==> config.mk <==
export PLATFORM = sky130hd
export DESIGN_NAME = decodificador_pwm
export DESIGN_NICKNAME = d
export VERILOG_FILES = /design/src/rtl/decodificador_pwm_pkg.sv /design/src/rtl/decodificador_pwm_detector_borda.sv /design/src/rtl/decodificador_pwm.sv
export SDC_FILE = /design/constraint.sdc
export NUM_CORES = 1
export LEC_CHECK = 0
export ABC_CLOCK_PERIOD_IN_PS = 7200
export CORE_ASPECT_RATIO = 0.7
export CORE_UTILIZATION = 35
export DETAILED_ROUTE_END_ITERATION = 6
export MAX_ROUTING_LAYER = met4
export PLACE_DENSITY = 0.59
export REMOVE_ABC_BUFFERS = 1
export SLEW_MARGIN = 20
export SYNTH_ARGS = -nofsm -noshare
export SYNTH_HDL_FRONTEND = slang
export SYNTH_SLANG_ARGS = --single-unit
==> constraint.sdc <==
create_clock -name clock -period 7.2 [get_ports clock]
set_clock_uncertainty 0.15 [all_clocks]
set_input_delay 2.16 -clock clock [delete_from_list [all_inputs] [get_ports clock]]
set_output_delay 2.16 -clock clock [all_outputs]
set_load 0.03 [all_outputs]
==> src/rtl/decodificador_pwm_pkg.sv <==
// Purpose: shared FSM states and servo position codes for the PWM decoder.
// Latency: n/a (types and constants only).
// Backpressure: n/a.
// Contents: estado_t (INICIAL/ALTO/BAIXO), POS_00..POS_11 position codes.
package decodificador_pwm_pkg;

  typedef enum logic [1:0] {
    INICIAL = 2'b00,  // waiting for the first rising edge
    ALTO    = 2'b01,  // line high, measuring pulse width
    BAIXO   = 2'b10   // line low, waiting for the next rising edge
  } estado_t;

  // Position codes shared with the servo controller side of the link.
  localparam logic [1:0] POS_00 = 2'b00;
  localparam logic [1:0] POS_01 = 2'b01;
  localparam logic [1:0] POS_10 = 2'b10;
  localparam logic [1:0] POS_11 = 2'b11;

endpackage

==> src/rtl/decodificador_pwm_detector_borda.sv <==
// Purpose: synchronizes the asynchronous PWM line and flags its edges.
// Latency: sinal is pwm_in delayed 2 clocks; sub/desc valid 2 clocks after the edge.
// Backpressure: none, free-running.
// Ports: clock, reset (async active-low), entrada (async line),
//        sinal (synchronized level), sub (rising edge), desc (falling edge).
module detector_borda (
  input  logic clock,
  input  logic reset,
  input  logic entrada,
  output logic sinal,
  output logic sub,
  output logic desc
);

  // s1/s2 form the metastability synchronizer; s3 is one extra delay so
  // edges can be seen as a change between s3 and s2.
  logic s1, s2, s3;

  always_ff @(posedge clock or negedge reset) begin
    if (!reset) begin
      s1 <= 1'b0;
      s2 <= 1'b0;
      s3 <= 1'b0;
    end else begin
      s1 <= entrada;
      s2 <= s1;
      s3 <= s2;
    end
  end

  assign sinal = s2;
  assign sub   = s2 & ~s3;
  assign desc  = ~s2 & s3;

endmodule

==> src/rtl/decodificador_pwm.sv <==
// Purpose: measures PWM high time and period and decodes width to a 2-bit servo position.
// Latency: outputs and pronto registered 3 clocks after pwm_in falls (sync + edge + register).
// Backpressure: none; pronto is a one-cycle strobe that is never held off.
// Ports: clock, reset (async active-low), pwm_in (async line), posicao, largura,
//        periodo, pronto (update strobe), erro (sticky bad width / stuck high), db_pwm.
module decodificador_pwm
  import decodificador_pwm_pkg::*;
#(
  parameter int CONF_PERIODO = 1000000,
  parameter int LARGURA_01   = 50000,
  parameter int LARGURA_10   = 75000,
  parameter int LARGURA_11   = 100000,
  parameter int TOLERANCIA   = 2500,
  parameter int TIMEOUT      = 2000000,
  parameter int N            = 21
) (
  input  logic         clock,
  input  logic         reset,
  input  logic         pwm_in,
  output logic [1:0]   posicao,
  output logic [N-1:0] largura,
  output logic [N-1:0] periodo,
  output logic         pronto,
  output logic         erro,
  output logic         db_pwm
);

  // Counters must hold TIMEOUT, and a nominal period has to fit before timeout.
  if ((2 ** N) <= TIMEOUT || CONF_PERIODO >= TIMEOUT) begin : g_param_check
    $error("decodificador_pwm: N too small for TIMEOUT or CONF_PERIODO >= TIMEOUT");
  end

  localparam logic [N-1:0] LIMITE = N'(TIMEOUT);

  logic    sinal, sub, desc;
  estado_t estado;
  logic [N-1:0] cnt_alto, cnt_per;
  logic [N-1:0] cnt_alto_inc, cnt_per_inc;
  logic         per_sat;

  detector_borda u_detector_borda (
    .clock   (clock),
    .reset   (reset),
    .entrada (pwm_in),
    .sinal   (sinal),
    .sub     (sub),
    .desc    (desc)
  );

  assign db_pwm = sinal;

  // Saturating increments: counters stick at TIMEOUT instead of wrapping.
  assign cnt_alto_inc = (cnt_alto >= LIMITE) ? cnt_alto : cnt_alto + 1'b1;
  assign cnt_per_inc  = (cnt_per  >= LIMITE) ? cnt_per  : cnt_per  + 1'b1;
  assign per_sat      = (cnt_per >= LIMITE);

  // Inclusive window test |w - nominal| <= TOLERANCIA in N+1-bit signed math,
  // so widths below the nominal value give a negative difference, not a wrap.
  function automatic logic na_janela(input logic [N-1:0] w, input int nominal);
    logic signed [N:0] dif;
    dif = $signed({1'b0, w}) - $signed({1'b0, N'(nominal)});
    if (dif < 0) dif = -dif;
    return dif <= $signed((N+1)'(TOLERANCIA));
  endfunction

  always_ff @(posedge clock or negedge reset) begin
    if (!reset) begin
      estado   <= INICIAL;
      cnt_alto <= '0;
      cnt_per  <= '0;
      posicao  <= POS_00;
      largura  <= '0;
      periodo  <= '0;
      pronto   <= 1'b0;
      erro     <= 1'b0;
    end else begin
      pronto <= 1'b0;
      case (estado)
        INICIAL: begin
          // First edge after reset/timeout only starts the counters; there is
          // no previous rise to measure a period against.
          if (sub) begin
            cnt_alto <= N'(1);
            cnt_per  <= N'(1);
            estado   <= ALTO;
          end
        end
        ALTO: begin
          if (desc) begin
            largura <= cnt_alto;
            pronto  <= 1'b1;
            cnt_per <= cnt_per_inc;
            estado  <= BAIXO;
            if (na_janela(cnt_alto, LARGURA_01)) begin
              posicao <= POS_01;
              erro    <= 1'b0;
            end else if (na_janela(cnt_alto, LARGURA_10)) begin
              posicao <= POS_10;
              erro    <= 1'b0;
            end else if (na_janela(cnt_alto, LARGURA_11)) begin
              posicao <= POS_11;
              erro    <= 1'b0;
            end else begin
              erro    <= 1'b1;  // position kept, width still reported
            end
          end else if (per_sat) begin
            // Line stuck high: flag it but keep the last good position.
            erro   <= 1'b1;
            pronto <= 1'b1;
            estado <= INICIAL;
          end else begin
            cnt_alto <= cnt_alto_inc;
            cnt_per  <= cnt_per_inc;
          end
        end
        BAIXO: begin
          if (sub) begin
            periodo  <= cnt_per;
            cnt_alto <= N'(1);
            cnt_per  <= N'(1);
            estado   <= ALTO;
          end else if (per_sat) begin
            // Line held low is a legitimate 0 ms pulse, i.e. code 00.
            posicao <= POS_00;
            largura <= '0;
            erro    <= 1'b0;
            pronto  <= 1'b1;
            estado  <= INICIAL;
          end else begin
            cnt_per <= cnt_per_inc;
          end
        end
        default: estado <= INICIAL;
      endcase
    end
  end

endmodule

==> results of run 1 <==
## final cells by class
cell class	instances	area share [%]
Clock buffer	9	2.87
Clock inverter	7	0.830
Inverter	22	1.05
Sequential cell	93	29.7
Tap cell	264	4.21
Multi-Input combinational cell	635	54.2
Timing Repair Buffer	58	7.13
## through the flow
step	worst slack [ps]	hold slack, ps	util [%]	power (mW)
floorplan	3590	181	-	0.900
CTS	2850	200	41.2	1.56
finish	2770	198	41.2	1.55
global placement	3040	185	39.7	1.08
global route	2530	207	41.2	1.64
detailed placement	2890	185	39.7	1.08
## layout by cell type (no fill, tap or decap), types with 7 or more instances in the layout
cell,Yosys,final
nand3_1,30,29
mux2_2,19,19
and3_1,12,12
nor3_1,18,17
nor2_1,78,78
o21a_1,8,8
nor2b_1,8,7
xor2_1,32,32
a21oi_1,38,38
o21ai_0,49,49
dfrtp_1,93,93
xnor2_1,42,42
a31oi_1,12,12
buf_4,2,9
nand2_1,70,70
clkdlybuf4s50_1,0,48
clkbuf_16,0,9
nand4_1,17,17
inv_1,20,20
o31ai_1,13,13
ha_1,21,21
nor4_1,10,10
a22o_1,12,12
or3_1,13,13
## worst reg2reg max path: cells and delay by family (launching register included)
kind                       cells  cell delay (ps)
AOI/OAI and AO/OA              5             1350
and+or+nand+nor                4             1050
DFF                            1              720
muxes                          1              360
buffers and inverters          1              350
adders and majority gates      1              340
## layer usage
layer  wire [um]  global-route usage, %
met4         171                   3.60
met3        1620                   3.66
met2        7570                   26.1
met1       10400                   32.7
met5           0                      -
## sequential cells by signal, summed over array words and instances (netlist names)
signal                  flops
cnt_alto                   21
cnt_per                    21
erro                        1
estado                      2
largura                    21
periodo                    21
posicao                     2
pronto                      1
u_detector_borda.s1         1
u_detector_borda.s3         1
u_detector_borda.sinal      1
## final timing paths
path,from,end,depth (start not counted)
max,cnt_alto[5]$_DFFE_PN0P_,posicao[0]$_DFFE_PN0P_,12
max reg2reg,cnt_alto[5]$_DFFE_PN0P_,posicao[0]$_DFFE_PN0P_,12
min reg2reg,u_detector_borda.s1$_DFF_PN0_,u_detector_borda.sinal$_DFF_PN0_,0
min in group asynchronous,reset,cnt_alto[18]$_DFFE_PN0P_,1
max in group asynchronous,reset,cnt_alto[4]$_DFFE_PN0P_,2
min,u_detector_borda.s1$_DFF_PN0_,u_detector_borda.sinal$_DFF_PN0_,0
## cells in the mapped netlist, types with 13 or more instances
| cell | number |
|---|---|
| a21oi_1 | 38 |
| buf_2 | 13 |
| clkbuf_1 | 30 |
| dfrtp_1 | 93 |
| ha_1 | 21 |
| inv_1 | 20 |
| mux2_2 | 19 |
| nand2_1 | 70 |
| nand3_1 | 30 |
| nand4_1 | 17 |
| nor2_1 | 78 |
| nor3_1 | 18 |
| o21ai_0 | 49 |
| o31ai_1 | 13 |
| or3_1 | 13 |
| xnor2_1 | 42 |
| xor2_1 | 32 |
## power groups by stage
stage	Sequential (mW)	Combinational [mW]	Clock [mW]
2_1_floorplan	0.649	0.251	0
3_3_place_gp	0.622	0.462	0
3_5_place_dp	0.622	0.462	0
4_1_cts	0.612	0.464	0.480
5_1_grt	0.620	0.515	0.508
6_report	0.614	0.464	0.471
## cell families (layout without fill, tap and decap cells)
| family | after synthesis | in the layout |
|---|---|---|
| simple gates | 302 | 302 |
| compound gates | 212 | 212 |
| flops | 93 | 93 |
| xor+xnor | 75 | 75 |
| buf+inv | 71 | 96 |
| mux | 25 | 25 |
| fa+ha+maj | 21 | 21 |
==> qor.yml, run 1 <==
drt:
  vias_per_cell: 5.68
  drtPass1Iterations: 5
  wl_per_cell_um: 18.2
  first_iter_violations: 581
  drcViolationCount: 0
  drt_wl_total_mm: 19.8
  ant_nets: 0
  vias: 6181
power:
  sw_frac_of_total_pct: 38.2
  power_frac_seq_pct: 39.6
  clkPwrFrac_pct: 30.4
  comb_power_share_pct: 30.0
  vdd_drop_max_mv: 0.114
  p_int_mw: 0.958
  power_density_mw_per_mm2: 198
  p_switching_mw: 0.592
  leakagePower_nw: 3.23
setup_path:
  critical_path.top_delay_family: "compound AO/OA/AOI/OAI gates"
  worstPathCellList: "inv_1 -> ha_1 -> a211oi_2 -> or3_1 -> and2_1 -> or4b_1 -> nor2_1 -> mux2_1 -> a211oi_1 -> o2111a_1 -> o31ai_2 -> o2bb2ai_1"
  critical_path.startpoint_type: "flip-flop"
  max_stage_delay_ps: 720
  slowest_stage: "dfrtp_1"
  end_kind: "flip-flop"
  path_class: "reg -> reg"
  rrSetupSlack_ps: 2770
  crit_fanout: 16
  cp_num_buf_inv: 1
  required_ps: 7280
  worstPathArrival_ps: 4510
min_path:
  hp-class: "reg -> reg"
sta:
  hold_viol_final: 0
  finalSetupTns_ps: 0
  slew_headroom_pct: 38.6
  grt_setup_unrepaired: "no"
  finalSetupViolations: 0
  worst_pin_slew_ps: 917
  maxSlewViolCount: 0
  max_freq_mhz: 226
  timing.final.crit_share_pct: 61.5
  period_minus_slack_ps: 4430
clock_tree:
  root_buffer: "clkbuf_16"
  clk_latency_ps: 350
  path_clk_slew_ps: 80
  cts_tree: "done"
  cts-buffers-inserted: 9
  cts_hold_buffers: 0
  post_cts_buffers: 0
  ctsHtreeMaxLevel: 3
  post_cts_resized: 0
  clk_path_buf_depth: 2
  numClockSinks: 93
final_layout:
  instances_no_fill: 1088
  insertedDiodeCount: 0
  final_area_mm2: 0.00784
  nFillCells: 1980
  seqCellArea_mm2: 0.00233
  drive_gt1_share_pct: 8.86
  multiInputGateArea_mm2: 0.00425
  area_delta_synth_final_pct: 14.4
  final_nets: 843
logic_synthesis:
  yosys_warnings: 0
  synth_compound_area_share_pct: 21.5
  synthCells: 799
  synth_adder_area_share_pct: 3.83
  yosysTopAreaCell: "dfrtp_1"
  syn_avg_cell_area_um2: 8.58
  synth_top_family_by_area: "simple AND/OR/NAND/NOR gates"
  synth-xor-area-share_pct: 9.69
  synth_cell_type_count: 85
  synthFlopType: "dfrtp_1"
  synth_area_leaders: "dfrtp_1 (34%), xnor2_1 (5.4%), nor2_1 (4.3%)"
  synth_seq_cells: 93
  yosys.area_share.simple_pct: 22.7
  ys_seq_area_share_pct: 33.9
  syn-cell-area_mm2: 0.00686
  synth-edff-count: 0
  synthArstFlopShare_pct: 100
  synth_top_area_share_pct: 33.9
  synth.area.mux_share_pct: 4.01
die:
  die_x_um: 169
  fp.coreArea_mm2: 0.0190
  num_io_pins: 50
  rows: 42
  fp.dieH_um: 119
  start_util_pct: 36.0
  die_area_mm2: 0.0202
placed_design:
  place_area_mm2: 0.00755
  numPortBuffers: 49
  dp_hpwl_mm: 14.2
  dp_cells: 1072
  gp_congestion: 0.948
run_status:
  status: "finished clean"
global_route:
  grt_pass1_wl_mm: 31.6
  grt_max_degree: 79
  grt_overflow: 0
  grt_pass1_vias: 5594
  track_usage_pct: 20.5
  antenna_found_initial: 0
job:
  drv_cap: 0
Note: power is estimated with default switching activity, not from simulation.
==> inputs of run 2 (changes only) <==
ABC_CLOCK_PERIOD_IN_PS = 4300   (was 7200)
clock period = 4.3 ns   (was 7.2 ns; I/O delays follow)
==> qor.yml, run 2 (same netlist as run 1, synthesis figures left out) <==
sta:
  hold_viol_final: 0  # unchanged
  max_freq_mhz: 250  # +11%
  worst_pin_slew_ps: 907  # -10.8 ps
  period_minus_slack_ps: 3990  # -430 ps
  slew_headroom_pct: 39.6  # +0.95 points
  grt_setup_unrepaired: "no"
  maxSlewViolCount: 0  # unchanged
  finalSetupViolations: 0  # unchanged
  worst_slack_ps: 305  # -2470 ps
  finalSetupTns_ps: 0  # unchanged
  timing.final.crit_share_pct: 92.9  # +31 points
  whs_ps: 202  # +3.98 ps
global_route:
  grt_overflow: 0  # unchanged
  track_usage_pct: 20.6  # +0.17 points
  grt_pass1_wl_mm: 32.0  # +1.1%
  grt_pass1_vias: 5635  # +0.73%
  antenna_found_initial: 0  # unchanged
  grt_max_degree: 60  # -24%
die:
  die_x_um: 169  # unchanged
  start_util_pct: 36.0  # unchanged
  rows: 42  # unchanged
  num_io_pins: 50  # unchanged
  die_area_mm2: 0.0202  # unchanged
  fp.dieH_um: 119  # unchanged
  fp.coreArea_mm2: 0.0190  # unchanged
setup_path:
  reg2regPathDepth: 12  # unchanged
  startpoint: "cnt_alto[4]$_DFFE_PN0P_"
  slowest_stage: "or4b_4"
  r2r-end: "posicao[1]$_DFFE_PN0P_"
  end_kind: "flip-flop"
  r2r-start: "cnt_alto[4]$_DFFE_PN0P_"
  cp_num_buf_inv: 1  # unchanged
  crit_fanout: 9  # -7
  critical_path.startpoint_type: "flip-flop"
  worstPathArrival_ps: 4070  # -440 ps
  critical_path.top_delay_family: "simple AND/OR/NAND/NOR gates"
  worstPathCellList: "clkinv_1 -> ha_1 -> and4bb_2 -> nand2_1 -> or4b_4 -> nor4_4 -> nand3_1 -> a2111oi_2 -> nand4_1 -> o21ai_2 -> o31ai_2 -> o2bb2ai_1"
  max_stage_delay_ps: 600  # -120 ps
  path_class: "reg -> reg"
  rrSetupSlack_ps: 310  # -2470 ps
  cp-endpoint: "posicao[1]$_DFFE_PN0P_"
  required_ps: 4370  # -2910 ps
  crit_cells: 12  # unchanged
placed_design:
  place_area_mm2: 0.00777  # +3.0%
  dp_slack_ps: 458  # -2430 ps
  gp_congestion: 0.923  # -2.7%
  dp_hpwl_mm: 14.7  # +3.7%
  dp_cells: 1101  # +2.7%
  numPortBuffers: 49  # unchanged
clock_tree:
  cts_tree: "done"
  post_cts_buffers: 0  # unchanged
  path_clk_slew_ps: 80  # about the same
  clk_path_buf_depth: 2  # unchanged
  numClockSinks: 93  # unchanged
  post_cts_resized: 0  # unchanged
  cts_hold_buffers: 0  # unchanged
  cts-buffers-inserted: 9  # unchanged
  clk_latency_ps: 340  # about the same
  ctsHtreeMaxLevel: 3  # unchanged
  root_buffer: "clkbuf_16"
power:
  power_frac_seq_pct: 36.4  # -3.2 points
  p_switching_mw: 1.01  # +70%
  power_mw: 2.76  # +78%
  comb_power_share_pct: 30.4  # +0.4 points
  p_int_mw: 1.76  # +83%
  vdd_drop_max_mv: 0.208  # +81%
  power_density_mw_per_mm2: 341  # +72%
  clkPwrFrac_pct: 33.2  # +2.8 points
  leakagePower_nw: 3.40  # +5.2%
  sw_frac_of_total_pct: 36.4  # -1.8 points
drt:
  first_iter_violations: 648  # +12%
  drtPass1Iterations: 7  # +2
  drcViolationCount: 0  # unchanged
  vias_per_cell: 5.60  # -1.4%
  drt_wl_total_mm: 19.7  # -0.20%
  wl_per_cell_um: 17.7  # -2.8%
  ant_nets: 0  # unchanged
  vias: 6256  # +1.2%
final_layout:
  final_cell_mix: "dfrtp_1 (93), nor2_1 (78), nand2_1 (70)"
  drive_gt1_share_pct: 11.7  # +2.9 points
  insertedDiodeCount: 0  # unchanged
  final_area_mm2: 0.00811  # +3.4%
  area_delta_synth_final_pct: 18.2
  instances_no_fill: 1117  # +2.7%
  multiInputGateArea_mm2: 0.00425  # -0.18%
  seqCellArea_mm2: 0.00233  # unchanged
  layout_commonest_cell: "dfrtp_1"
  nFillCells: 1928  # -2.6%
  final_nets: 872  # +3.4%
  postLayoutCoreUtil_pct: 42.6  # +1.4 points
job:
  drv_cap: 0  # unchanged
min_path:
  hp-class: "reg -> reg"
run_status:
  status: "finished clean"
==> run 2: cell count changes in the layout (fill, tap and decap cells not counted), sizes merged <==
cell | previous run | this run
buf | 10 | 39
bufinv | 0 | 2
clkinv | 3 | 1
==> run 2: metal layers <==
| metal | routed length, um | GRT usage [%] | vias up | share of wire [%] |
|---|---|---|---|---|
| met5 | 0 | - | - | 0 |
| met4 | 251 | 3.72 | 0 | 1.3 |
| met3 | 1340 | 3.89 | 23 | 6.8 |
| met2 | 7340 | 25.4 | 231 | 37 |
| met1 | 10800 | 33.7 | 3002 | 55 |
| li1 | - | - | 3000 | - |
==> run 2: worst min-delay path by stage <==
stage | startpoint | end | slack, ps | cells after the start
2_1_floorplan | u_detector_borda.s1$_DFF_PN0_ | u_detector_borda.sinal$_DFF_PN0_ | 180 | 0
3_3_place_gp | u_detector_borda.s1$_DFF_PN0_ | u_detector_borda.sinal$_DFF_PN0_ | 190 | 0
3_5_place_dp | u_detector_borda.s1$_DFF_PN0_ | u_detector_borda.sinal$_DFF_PN0_ | 190 | 0
4_1_cts | u_detector_borda.s1$_DFF_PN0_ | u_detector_borda.sinal$_DFF_PN0_ | 200 | 0
5_1_grt | u_detector_borda.s1$_DFF_PN0_ | u_detector_borda.sinal$_DFF_PN0_ | 220 | 0
6_report | u_detector_borda.s1$_DFF_PN0_ | u_detector_borda.sinal$_DFF_PN0_ | 200 | 0
==> run 2: cell type report <==
cell class	count	area share, %
Tap cell	264	4.07
Clock buffer	9	2.78
Timing Repair Buffer	87	9.69
Sequential cell	93	28.7
Multi-Input combinational cell	635	52.4
Clock inverter	7	1.39
Inverter	22	1.02
==> run 2: power by group through the flow <==
| stage | combinational, mW | sequential, mW | clock, mW |
|---|---|---|---|
| 2_1_floorplan | 0.421 | 1.09 | 0 |
| 3_3_place_gp | 0.837 | 1.02 | 0 |
| 3_5_place_dp | 0.834 | 1.02 | 0 |
| 4_1_cts | 0.838 | 1.00 | 0.937 |
| 5_1_grt | 0.928 | 1.01 | 0.970 |
| 6_report | 0.840 | 1.00 | 0.917 |
